File: config.mk
export PLATFORM = sky130hd
export DESIGN_NAME = write_enable_sequencer
export DESIGN_NICKNAME = d
export VERILOG_FILES = /design/src/rtl/write_enable_sequencer_pkg.sv /design/src/rtl/write_enable_sequencer_fifo.sv /design/src/rtl/write_enable_sequencer.sv
export SDC_FILE = /design/constraint.sdc
export NUM_CORES = 1
export LEC_CHECK = 0
export CORE_MARGIN = 5
export CORE_UTILIZATION = 52
export CTS_CLUSTER_DIAMETER = 50
export CTS_CLUSTER_SIZE = 30
export DETAILED_ROUTE_END_ITERATION = 12
export GPL_TIMING_DRIVEN = 0
export PLACE_DENSITY = 0.79
export RECOVER_POWER = 50
export SLEW_MARGIN = 30
export SYNTH_ARGS = -nofsm -noshare
export SYNTH_HDL_FRONTEND = slang
export SYNTH_SLANG_ARGS = --single-unit
export TNS_END_PERCENT = 30
File: constraint.sdc
create_clock -name clk -period 2.8 [get_ports clk]
set_input_delay 0.56 -clock clk [delete_from_list [all_inputs] [get_ports clk]]
set_output_delay 0.56 -clock clk [all_outputs]
set_load 0.05 [all_outputs]
File: src/rtl/write_enable_sequencer_pkg.sv
// Shared types and defaults for the write-enable sequencer: FSM state encoding
// and the queued {sel, data} entry layout.
package write_enable_sequencer_pkg;

    localparam int DEF_DATA_W = 4;
    localparam int DEF_NUM_EN = 8;
    localparam int DEF_SEL_W  = $clog2(DEF_NUM_EN);

    typedef enum logic [1:0] {
        IDLE     = 2'd0,
        ISSUE    = 2'd1,
        GAP_WAIT = 2'd2
    } state_t;

    typedef struct packed {
        logic [DEF_SEL_W-1:0]  sel;
        logic [DEF_DATA_W-1:0] data;
    } entry_t;

endpackage

File: src/rtl/write_enable_sequencer_fifo.sv
// Synchronous FIFO with power-of-two depth; pointers wrap naturally and the
// head entry is presented combinationally on rdata.
module sync_fifo #(
    parameter int WIDTH = 8,
    parameter int DEPTH = 4
) (
    input  logic                     clk,
    input  logic                     rst,
    input  logic                     push,
    input  logic                     pop,
    input  logic [WIDTH-1:0]         wdata,
    output logic [WIDTH-1:0]         rdata,
    output logic [$clog2(DEPTH):0]   count
);
    localparam int AW = $clog2(DEPTH);

    logic [WIDTH-1:0] mem [DEPTH];
    logic [AW-1:0]    wptr;
    logic [AW-1:0]    rptr;

    assign rdata = mem[rptr];

    always_ff @(posedge clk) begin
        if (push) mem[wptr] <= wdata;
    end

    always_ff @(posedge clk) begin
        if (rst) begin
            wptr  <= '0;
            rptr  <= '0;
            count <= '0;
        end else begin
            if (push) wptr <= wptr + 1'b1;
            if (pop)  rptr <= rptr + 1'b1;
            case ({push, pop})
                2'b10:   count <= count + 1'b1;
                2'b01:   count <= count - 1'b1;
                default: ;
            endcase
        end
    end

endmodule

File: src/rtl/write_enable_sequencer.sv
// Queues {sel, data} write requests and replays them as one-hot enable pulses,
// spacing issued writes by GAP idle cycles.
module write_enable_sequencer
    import write_enable_sequencer_pkg::*;
#(
    parameter int DATA_W = DEF_DATA_W,
    parameter int NUM_EN = DEF_NUM_EN,
    parameter int DEPTH  = 4,
    parameter int GAP    = 1,
    parameter int SEL_W  = $clog2(NUM_EN)
) (
    input  logic                    clk,
    input  logic                    rst,
    input  logic                    in_valid,
    output logic                    in_ready,
    input  logic [DATA_W-1:0]       in_data,
    input  logic [SEL_W-1:0]        in_sel,
    output logic [NUM_EN-1:0]       en,
    output logic [DATA_W-1:0]       d_in,
    output logic                    busy,
    output logic [$clog2(DEPTH):0]  fifo_count
);
    localparam int CW = $clog2(DEPTH) + 1;
    localparam int GW = (GAP > 1) ? $clog2(GAP) : 1;

    state_t                   state;
    logic [GW-1:0]            gap_cnt;
    logic                     push;
    logic                     pop;
    logic                     can_issue;
    logic [SEL_W+DATA_W-1:0]  head;
    logic [SEL_W-1:0]         head_sel;
    logic [CW-1:0]            count_nxt;

    sync_fifo #(.WIDTH(SEL_W + DATA_W), .DEPTH(DEPTH)) u_fifo (
        .clk   (clk),
        .rst   (rst),
        .push  (push),
        .pop   (pop),
        .wdata ({in_sel, in_data}),
        .rdata (head),
        .count (fifo_count)
    );

    assign head_sel  = head[SEL_W+DATA_W-1:DATA_W];
    assign push      = in_valid && in_ready;
    // With GAP=0 the slot after an issue is immediately available again.
    assign can_issue = (state == IDLE) || (state == ISSUE && GAP == 0) ||
                       (state == GAP_WAIT && gap_cnt == '0);
    assign pop       = can_issue && (fifo_count != '0);
    assign count_nxt = fifo_count + CW'(push) - CW'(pop);
    assign busy      = (fifo_count != '0) || (state != IDLE);

    always_ff @(posedge clk) begin
        if (rst) begin
            state    <= IDLE;
            gap_cnt  <= '0;
            en       <= '0;
            d_in     <= '0;
            in_ready <= 1'b0;
        end else begin
            in_ready <= count_nxt < CW'(DEPTH);
            en       <= '0;
            if (pop) begin
                state <= ISSUE;
                d_in  <= head[DATA_W-1:0];
                // Out-of-range targets still burn their slot, just silently.
                if (32'(head_sel) < NUM_EN) en <= NUM_EN'(1) << head_sel;
            end else begin
                case (state)
                    ISSUE: begin
                        if (GAP == 0) begin
                            state <= IDLE;
                        end else begin
                            state   <= GAP_WAIT;
                            gap_cnt <= GW'(GAP - 1);
                        end
                    end
                    GAP_WAIT: begin
                        if (gap_cnt == '0) state <= IDLE;
                        else               gap_cnt <= gap_cnt - 1'b1;
                    end
                    default: state <= IDLE;
                endcase
            end
        end
    end

endmodule

======== Word-level counts from Yosys, hierarchy flattened ========
Memories as Yosys holds them, arrays and structs flattened. A register that Yosys moved wholly into a read port is not among the register bits.
Index checks and enable logic that the tools add are counted.
storage, ports and cells
  bits in registers ....................... 23
  RAM bits ................................ 28
  input bits .............................. 10
  output and inout port bits .............. 17
  logic and storage cells ................. 50
  memories ................................ 1
cells by class
  $add $sub $neg .......................... 7
  order comparisons ....................... 1
  equality and inequality tests ........... 6
  shift operators ......................... 1
  muxes and demuxes ....................... 10
  bitwise operators ....................... 2
  reduce and logical (&&, ||, !) cells .... 13
memories
  name        depth  bits a word  rd ports  clocked after Yosys merged registers in  write ports  RTL line                           RTL
  u_fifo.mem  4      7            1         1                                        1            write_enable_sequencer_fifo.sv:17  logic [WIDTH-1:0] mem [DEPTH];
operators by type and width
  kind                   count
  $shl A1 B3 Y8 const A  1
  $mux W2                3
  $pmux W3 S2            1
  $reduce_bool A2 Y1     3
  $add A2 B1 Y2 const B  2
  $eq A2 B1 Y1 const B   2
  $eq A2 B2 Y1 const B   2
  $mux W1                4
  $pmux W2 S2            1
  $reduce_or A2 Y1       2
  $add A3 B1 Y3          1
  $add A3 B1 Y3 const B  1
  $logic_and A1 B1 Y1    3
  $lt A3 B3 Y1 const B   1
  $ne A3 B3 Y1 const B   1
  $reduce_bool A3 Y1     1
  $sub A3 B1 Y3          1
  $sub A3 B1 Y3 const B  1
  $logic_not A2 Y1       1
  $logic_or A1 B1 Y1     2
  $ne A2 B2 Y1 const B   1
  $not A1 Y1             2
  $pmux W1 S2            1
  $reduce_and A2 Y1      1
  $sub A1 B1 Y1 const B  1

======== Longest topological paths before layout ========
Gate-level depths: netlist of run 1.
  depth in word-level cells ............... 6
  depth in mapped cells ................... 8
  gate-level depth less buffers ........... 8

======== By module ========
From an unflattened synthesis of run 1, not the netlist that was laid out.
second synthesis, totals
  cell total of the unflattened synthesis .. 139
  area total of the unflattened synthesis .. 1981.9 um^2
modules (own cells, without submodules)
  module                  instances  cells each  area each (um^2)
  sync_fifo               1          78          1426.4
  write_enable_sequencer  1          61          555.5

======== Worst setup path before layout of run 1 ========
No wires, ideal clock.
  path type ............................... flip-flop to flip-flop
  start point ............................. reg u_fifo.count[0]
  end point ............................... reg u_fifo.count[2]
  arrival ................................. 2323 ps
  required time ........................... 2729 ps
  slack ................................... 406 ps
  cell stages (with the launch flop) ...... 9
  path buffers ............................ 0
  path through ............................ dfxtp_1 > nor3_2 > nor2_2 > ha_1 > inv_1 > fa_1 > xor2_1 > or3_1 > a21oi_1
between the ends
  cells in the longest elaborated chain, start to end .. 4
  elaborated cells between the ends (all ways) .. 8
  classes of those cells .................. 2 x add/sub; 2 x eq/ne; 1 x mux; 3 x reduce/logical
ends and longest elaborated chain
  item                                               RTL line                           RTL
  from (decl)                                        write_enable_sequencer_fifo.sv:13  output logic [$clog2(DEPTH):0] count
  from (signal assigned)                             write_enable_sequencer_fifo.sv:36  2'b10: count <= count + 1'b1;
  from (signal assigned)                             write_enable_sequencer_fifo.sv:37  2'b01: count <= count - 1'b1;
  $reduce_bool A3 Y1 *                               write_enable_sequencer.sv:50       assign pop = can_issue && (fifo_count != '0);
  $logic_and A1 B1 Y1 *                              write_enable_sequencer.sv:50
  net pop                                            write_enable_sequencer.sv:29       logic pop;
  $eq A2 B1 Y1 or $eq A2 B2 Y1 (tied branches)       write_enable_sequencer_fifo.sv:35  case ({push, pop})
  $pmux W3 S2 or $reduce_bool A2 Y1 (tied branches)  --
The timed path passes the listed nets; every way through them passes the cells marked *.
A chain may end at the register's enable or synchronous reset.

======== Worst setup path after layout of run 1 ========
  start point ............................. reg u_fifo.count[0]
  end point ............................... out busy
between the ends
  cells in the longest elaborated chain, start to end .. 2
ends and longest elaborated chain
  item                RTL line                      RTL
  $reduce_bool A3 Y1  write_enable_sequencer.sv:52  assign busy = (fifo_count != '0) || (state != IDLE);
  $logic_or A1 B1 Y1  write_enable_sequencer.sv:52
  to (decl)           write_enable_sequencer.sv:20  output logic busy,
Every way passes these cells.

==> results of run 1 <==
## kinds of logic (layout without fill, tap and decap cells)
group           count (synthesis)  after routing  synth area share (%)
buf+inv                         9             43                 2.085
mux                             7              7                 8.717
simple gates                   43             43                 10.36
fa+ha+maj                       7              7                 4.801
xor+xnor                        6              6                 2.653
flops                          52             52                 66.71
compound gates                 17             17                 4.675
## placed cells by master, fill, tap and decap left out, drive strengths merged
cell / count
nor3: 2
dlygate4sd3: 8
nor3b: 2
xnor2: 4
edfxtp: 28
o31a: 1
nor2: 18
nand2: 10
o31ai: 1
or2: 1
clkbuf: 8
nand2b: 4
ha: 6
clkdlybuf4s50: 18
mux4: 7
bufinv: 2
a31oi: 1
fa: 1
a21oi: 8
or3: 1
o21ai: 6
nand3: 1
dfxtp: 24
xor2: 2
buf: 1
and3: 4
inv: 6
## flip-flops by register name, indices dropped and copies added, names as in the netlist, named ones only
register,flops
in_ready,1
u_fifo.wptr,2
u_fifo.mem,28
u_fifo.count,3
en,8
u_fifo.rptr,2
d_in,4
state,2
## layer usage
| metal | global-route usage [%] | vias to the layer above | wire (um) |
|---|---|---|---|
| li1 | - | 571 | - |
| met1 | 15.54 | 528 | 1357 |
| met2 | 21.22 | 31 | 1567 |
| met3 | 5.189 | 6 | 166 |
| met4 | 5.219 | 0 | 55 |
| met5 | 0 | - | 0 |
## worst max-delay path, stage by stage (launching register included)
cell,delay (ps)
sky130_fd_sc_hd__dfxtp_1,390
sky130_fd_sc_hd__nor3_2,480
sky130_fd_sc_hd__nand2_1,90
sky130_fd_sc_hd__clkdlybuf4s50_1,720
## power groups by stage
stage,clock (W),combinational [W],sequential (W)
2_1_floorplan,0,0.000579,0.00119
3_3_place_gp,0,0.00102,0.000997
3_5_place_dp,0,0.00104,0.00101
4_1_cts,0.000606,0.00104,0.000989
5_1_grt,0.000635,0.00112,0.00100
6_report,0.000589,0.00103,0.000990
## stage by stage
stage / hold WS [ps] / area, um^2 / util, % / total power [W]
floorplan: 396.2 / 1981 / - / 0.001770
global placement: 406.9 / 2301 / 62.38 / 0.002012
detailed placement: 447.9 / 2301 / 62.38 / 0.002045
CTS: 462.4 / 2439 / 66.11 / 0.002639
global route: 482.3 / 2436 / 66.04 / 0.002762
finish: 459.2 / 2436 / 66.04 / 0.002608
## worst min-delay path by stage
stage / startpoint / end / slack (ps)
final: state[0] / state[0] / 460
after global routing: state[1] / state[1] / 480
after CTS: state[0] / state[0] / 460
after detailed placement: state[0] / state[0] / 450
after global placement: state[1] / state[1] / 410
after floorplan: state[1] / state[1] / 400
## area by class of cell
class | count | area [um^2] | area share [%]
buffer | 4 | 22.52 | 0.9245
clock buffer | 5 | 68.82 | 2.825
clock inverter | 3 | 68.82 | 2.825
inverter | 5 | 18.77 | 0.7704
multi-input combinational | 80 | 615.6 | 25.27
sequential | 52 | 1321 | 54.24
tap | 48 | 60.06 | 2.465
timing repair buffer | 26 | 260.3 | 10.68
==> metrics.yaml, run 1 <==
finish:
  total_inserted_antenna_cells: 0
  drive_gt1_share_pct: 7.429
  fillers: 273
  synthToLayoutAreaGrowth_pct: 22.99
  final_standard_cell_count_with_taps_included_and_fillers_excluded: 223
  final_net_count: 191
worst_hold_path:
  hold_depth: 1
  min-delay-path-class: "flip-flop to flip-flop"
logic_synthesis:
  most_common_flop_cell_mapped_by_yosys: "sky130_fd_sc_hd__edfxtp_1"
  synth_warnings: 0
  synth.area.top_cells: "sky130_fd_sc_hd__edfxtp_1, sky130_fd_sc_hd__dfxtp_1, sky130_fd_sc_hd__mux4_1, sky130_fd_sc_hd__ha_1, sky130_fd_sc_hd__mux4_2"
  post-synth-top-area-cell: "sky130_fd_sc_hd__edfxtp_1"
  postSynthRegisterBits: 52
  synthDominantCellAreaShare_pct: 42.45
  synth_area_per_cell_um2: 14.05
  synth_nets: 158
  yosys.cell_types.count: 28
  synth_top_cells_by_count: "sky130_fd_sc_hd__edfxtp_1, sky130_fd_sc_hd__dfxtp_1, sky130_fd_sc_hd__nor2_1"
  synth_edf_count: 28
  synth-async-reset-ratio_pct: 0
  synth-seq-area-share_pct: 66.71
  syn_area_mm2: 0.001981
  syn_inst: 141
  most_common_cell_in_the_synthesized_netlist: "sky130_fd_sc_hd__edfxtp_1"
clock_tree:
  cts_buffer_depth: 2
  post_cts_resize_count: 0
  cts.hold.buffers_added: 0
  postCtsSetupRepairBufs: 0
  cts_made_buffers: 5
  tritoncts: "yes"
  clock_sink_count: 52
  clkSlewWorstSetupHoldPaths_ps: 90
  clk_root_buffer_cell: "sky130_fd_sc_hd__clkbuf_8"
  clock_insertion_delay_worst_skew_ps: 290
  max_h_tree_level: 2
power:
  power_frac_seq_pct: 37.9
  comb_pwr_share_pct: 39.5
  total_leakage_power_nw: 0.8534
  netSwitchingFraction_pct: 36.02
  highest_ir_drop_seen_on_vdd_v: 0.0005409
  power.internal_w: 0.001669
  switching_power_w: 0.0009396
  share_clk_of_total_power_pct: 22.6
  power_density_mw_per_mm2: 1071
sta:
  fmax_mhz: 395.9
  max_slew.worst_pin.slew_ps: 499.5
  max-slew-margin-rel_pct: 66.52
  setup_viol_count_final: 0
  timing_max_transition_violations_final: 0
  period_share_pct: 90.20
  worst_slack_ps: 274.4
  rsz0062_at_grt: "false"
  setup-tns-final_ps: 0
  timing_hold_violations_final: 0
  period_needed_ps: 2526
  final.setup_skew_ps: 4.530
global_route:
  grt_overflow: 0
  first_global_vias: 1102
  number_of_antenna_violations_at_the_first_check_in_global_routing: 0
  grt_usage_pct: 13.08
  grt_first_pass_wirelength_mm: 5.078
  grt_start_max_net_pins: 18
setup_path:
  timing.critical_path.from: "u_fifo.count[0]"
  data_arrival_time_of_the_critical_path_ps: 1970
  required_ps: 2240
  worst_r2r_endpoint: "u_fifo.count[2]"
  timing.critical_path.to: "busy"
  setup.worst_path.class: "flip-flop to output pin"
  ff2ff_setup_slack_ps: 460
  r2r_cells: 8
  worst-path-max-fanout: 9
  reg_to_reg_startpoint: "u_fifo.count[0]"
  critPathCaptureType: "output pin"
  setup.worst_path.start_class: "flip-flop"
drt:
  ant_nets: 0
  number_of_iterations_in_the_first_detailed_routing_pass: 4
  via_count: 1136
  route.detailed.vias_per_inst: 5.094
  drt-initial-drc-count: 75
  remaining_drc_errors: 0
  routed_wire_length_per_instance_um: 14.11
  totalWireLength_mm: 3.146
status:
  result_of_the_run: "finished clean"
die:
  core_region_area_mm2: 0.003689
  die_area_mm2: 0.005143
  num_ports: 27
  chipWidth_um: 71.72
  initial_utilization_pct: 53.70
  placement_rows: 22
  floorplan.die.height_um: 71.72
place:
  place_ws_ps: 250.7
  gp_congestion: 0.8100
  buffer_ports.inserted: 26
  dp.final_hpwl_mm: 2.259
  placed_cells: 215
flow_run:
  maxCapViolCount: 0
Note: power is estimated with default switching activity, not from simulation.
==> inputs of run 2 (changes only) <==
--- a/config.mk
+++ b/config.mk
@@ -13,7 +13,8 @@
 export GPL_TIMING_DRIVEN = 0
 export PLACE_DENSITY = 0.79
 export RECOVER_POWER = 50
-export SLEW_MARGIN = 30
+export REMOVE_ABC_BUFFERS = 1
+export SLEW_MARGIN = 20
 export SYNTH_ARGS = -nofsm -noshare
 export SYNTH_HDL_FRONTEND = slang
 export SYNTH_SLANG_ARGS = --single-unit
==> run 2 against run 1 <==
Net effect: worst setup slack got worse by 13 ps; power decreased by 6.2%; sequential power increased by 4%; non-clock buffer count decreased by 4; global-route usage increased by 0.36 points; flip-flop and latch count unchanged; first-iteration DRC count increased by 20%; maximum frequency decreased by 0.53%; clock power decreased by 29%; clock skew increased by 3.4 ps; largest cell class unchanged.
==> metrics.yaml, run 2 (synthesis gave the netlist of run 1 again) <==
status:
  result_of_the_run: "finished clean"
clock_tree:
  postCtsSetupRepairBufs: 0
  clock_insertion_delay_worst_skew_ps: 300
  cts_buffer_depth: 2
  tritoncts: "yes"
  max_h_tree_level: 2
  clkSlewWorstSetupHoldPaths_ps: 90
  post_cts_resize_count: 0
  cts.hold.buffers_added: 0
  clk_root_buffer_cell: "sky130_fd_sc_hd__clkbuf_8"
  clock_sink_count: 52
  cts_made_buffers: 5
global_route:
  grt_start_max_net_pins: 18
  number_of_antenna_violations_at_the_first_check_in_global_routing: 0
  first_global_vias: 1092
  grt_first_pass_wirelength_mm: 5.181
  grt_overflow: 0
  grt_usage_pct: 13.44
finish:
  layout.cells.most_common: "sky130_fd_sc_hd__edfxtp_1"
  drive_gt1_share_pct: 7.018
  post_route_utilization_pct: 64.18
  fin_area_mm2: 0.002367
  reg_top3: "u_fifo.mem (28), en (8), d_in (4)"
  most-common-layout-cells: "sky130_fd_sc_hd__edfxtp_1, sky130_fd_sc_hd__dfxtp_1, sky130_fd_sc_hd__nor2_1"
  largest_reg_flops: 28
  final_net_count: 187
  synthToLayoutAreaGrowth_pct: 19.52
  total_inserted_antenna_cells: 0
  largest_register: "u_fifo.mem"
drt:
  route.detailed.vias_per_inst: 5.137
  remaining_drc_errors: 0
  totalWireLength_mm: 3.210
  ant_nets: 0
  number_of_iterations_in_the_first_detailed_routing_pass: 4
  via_count: 1125
  drt-initial-drc-count: 90
  routed_wire_length_per_instance_um: 14.66
die:
  num_ports: 27
  initial_utilization_pct: 53.70
  placement_rows: 22
  floorplan.die.height_um: 71.72
  chipWidth_um: 71.72
  die_area_mm2: 0.005143
  core_region_area_mm2: 0.003689
power:
  total_leakage_power_nw: 0.8200
  power_density_mw_per_mm2: 1033
  highest_ir_drop_seen_on_vdd_v: 0.0004066
place:
  buffer_ports.inserted: 26
  gp_congestion: 0.8065
  placed_area_mm2: 0.002278
  place_ws_ps: 136.5
  dp.final_hpwl_mm: 2.377
setup_path:
  setup.worst_path.class: "flip-flop to output pin"
  critPathCaptureType: "output pin"
  setup.worst_path.start_class: "flip-flop"
  data_arrival_time_of_the_critical_path_ps: 1980
  required_ps: 2240
  worst-path-max-fanout: 9
sta:
  worst_slack_ps: 261.0
  setup_viol_count_final: 0
  setup-tns-final_ps: 0
  fmax_mhz: 393.9
  period_needed_ps: 2539
  rsz0062_at_grt: "false"
  final.setup_skew_ps: 7.950
  timing_max_transition_violations_final: 0
  max-slew-margin-rel_pct: 62.39
  period_share_pct: 90.68
  max_slew.worst_pin.slew_ps: 562.2
  timing_hold_violations_final: 0
flow_run:
  maxCapViolCount: 0
worst_hold_path:
  min-delay-path-class: "flip-flop to flip-flop"
==> run 2: path summary, 6_finish.rpt <==
path	start	endpoint	slack, ps	cells after the start
max reg2reg	u_fifo.count[0]	u_fifo.count[2]	340	8
max	u_fifo.count[0]	busy	260	3
min reg2reg	state[1]	state[1]	450	1
min	state[1]	state[1]	450	1
==> run 2: cell type report <==
class                   count  area (um^2)
repair buffers             26        260.3
clock buffers               5        68.82
flip-flops and latches     52         1321
inverters                   5        18.77
fillers                   296         1321
clock inverters             3        22.52
multi-input cells          80        615.6
well taps                  48        60.06
==> run 2: where the power goes <==
group	total, W	switching [W]	internal [W]
Combinational	0.00100	0.000620	0.000382
Sequential	0.00103	0.000110	0.000916
Clock	0.000417	0.000239	0.000178
Total	0.00245	0.000969	0.00148
==> run 2: worst max-delay path: stages (launching register included) <==
cell and delay (ps):
sky130_fd_sc_hd__dfxtp_1 390, sky130_fd_sc_hd__nor3_2 480, sky130_fd_sc_hd__nand2_1 90, sky130_fd_sc_hd__clkdlybuf4s50_1 720
==> run 2: stage by stage <==
stage	hold WS, ps	total power, W	std cells
after floorplan	396.2	0.001754	137
after global placement	408.1	0.001999	211
after detailed placement	445.6	0.002055	211
after CTS	458.9	0.002465	219
after global routing	471.0	0.002587	219
final	446.9	0.002446	219
==> run 2: per-layer routing <==
layer | part of all wire [%] | track usage (%)
met1 | 44 | 16.01
met2 | 49 | 22.55
met3 | 5.9 | 4.067
met4 | 0.90 | 5.637
met5 | 0 | 0
==> inputs of run 3 (changes only) <==
--- a/config.mk
+++ b/config.mk
@@ -14,6 +14,7 @@
 export PLACE_DENSITY = 0.79
 export RECOVER_POWER = 50
 export REMOVE_ABC_BUFFERS = 1
+export SKIP_LAST_GASP = 1
 export SLEW_MARGIN = 20
 export SYNTH_ARGS = -nofsm -noshare
 export SYNTH_HDL_FRONTEND = slang
==> results of run 3 <==
No change in the layout: final DEF, timing and power equal those of run 2.
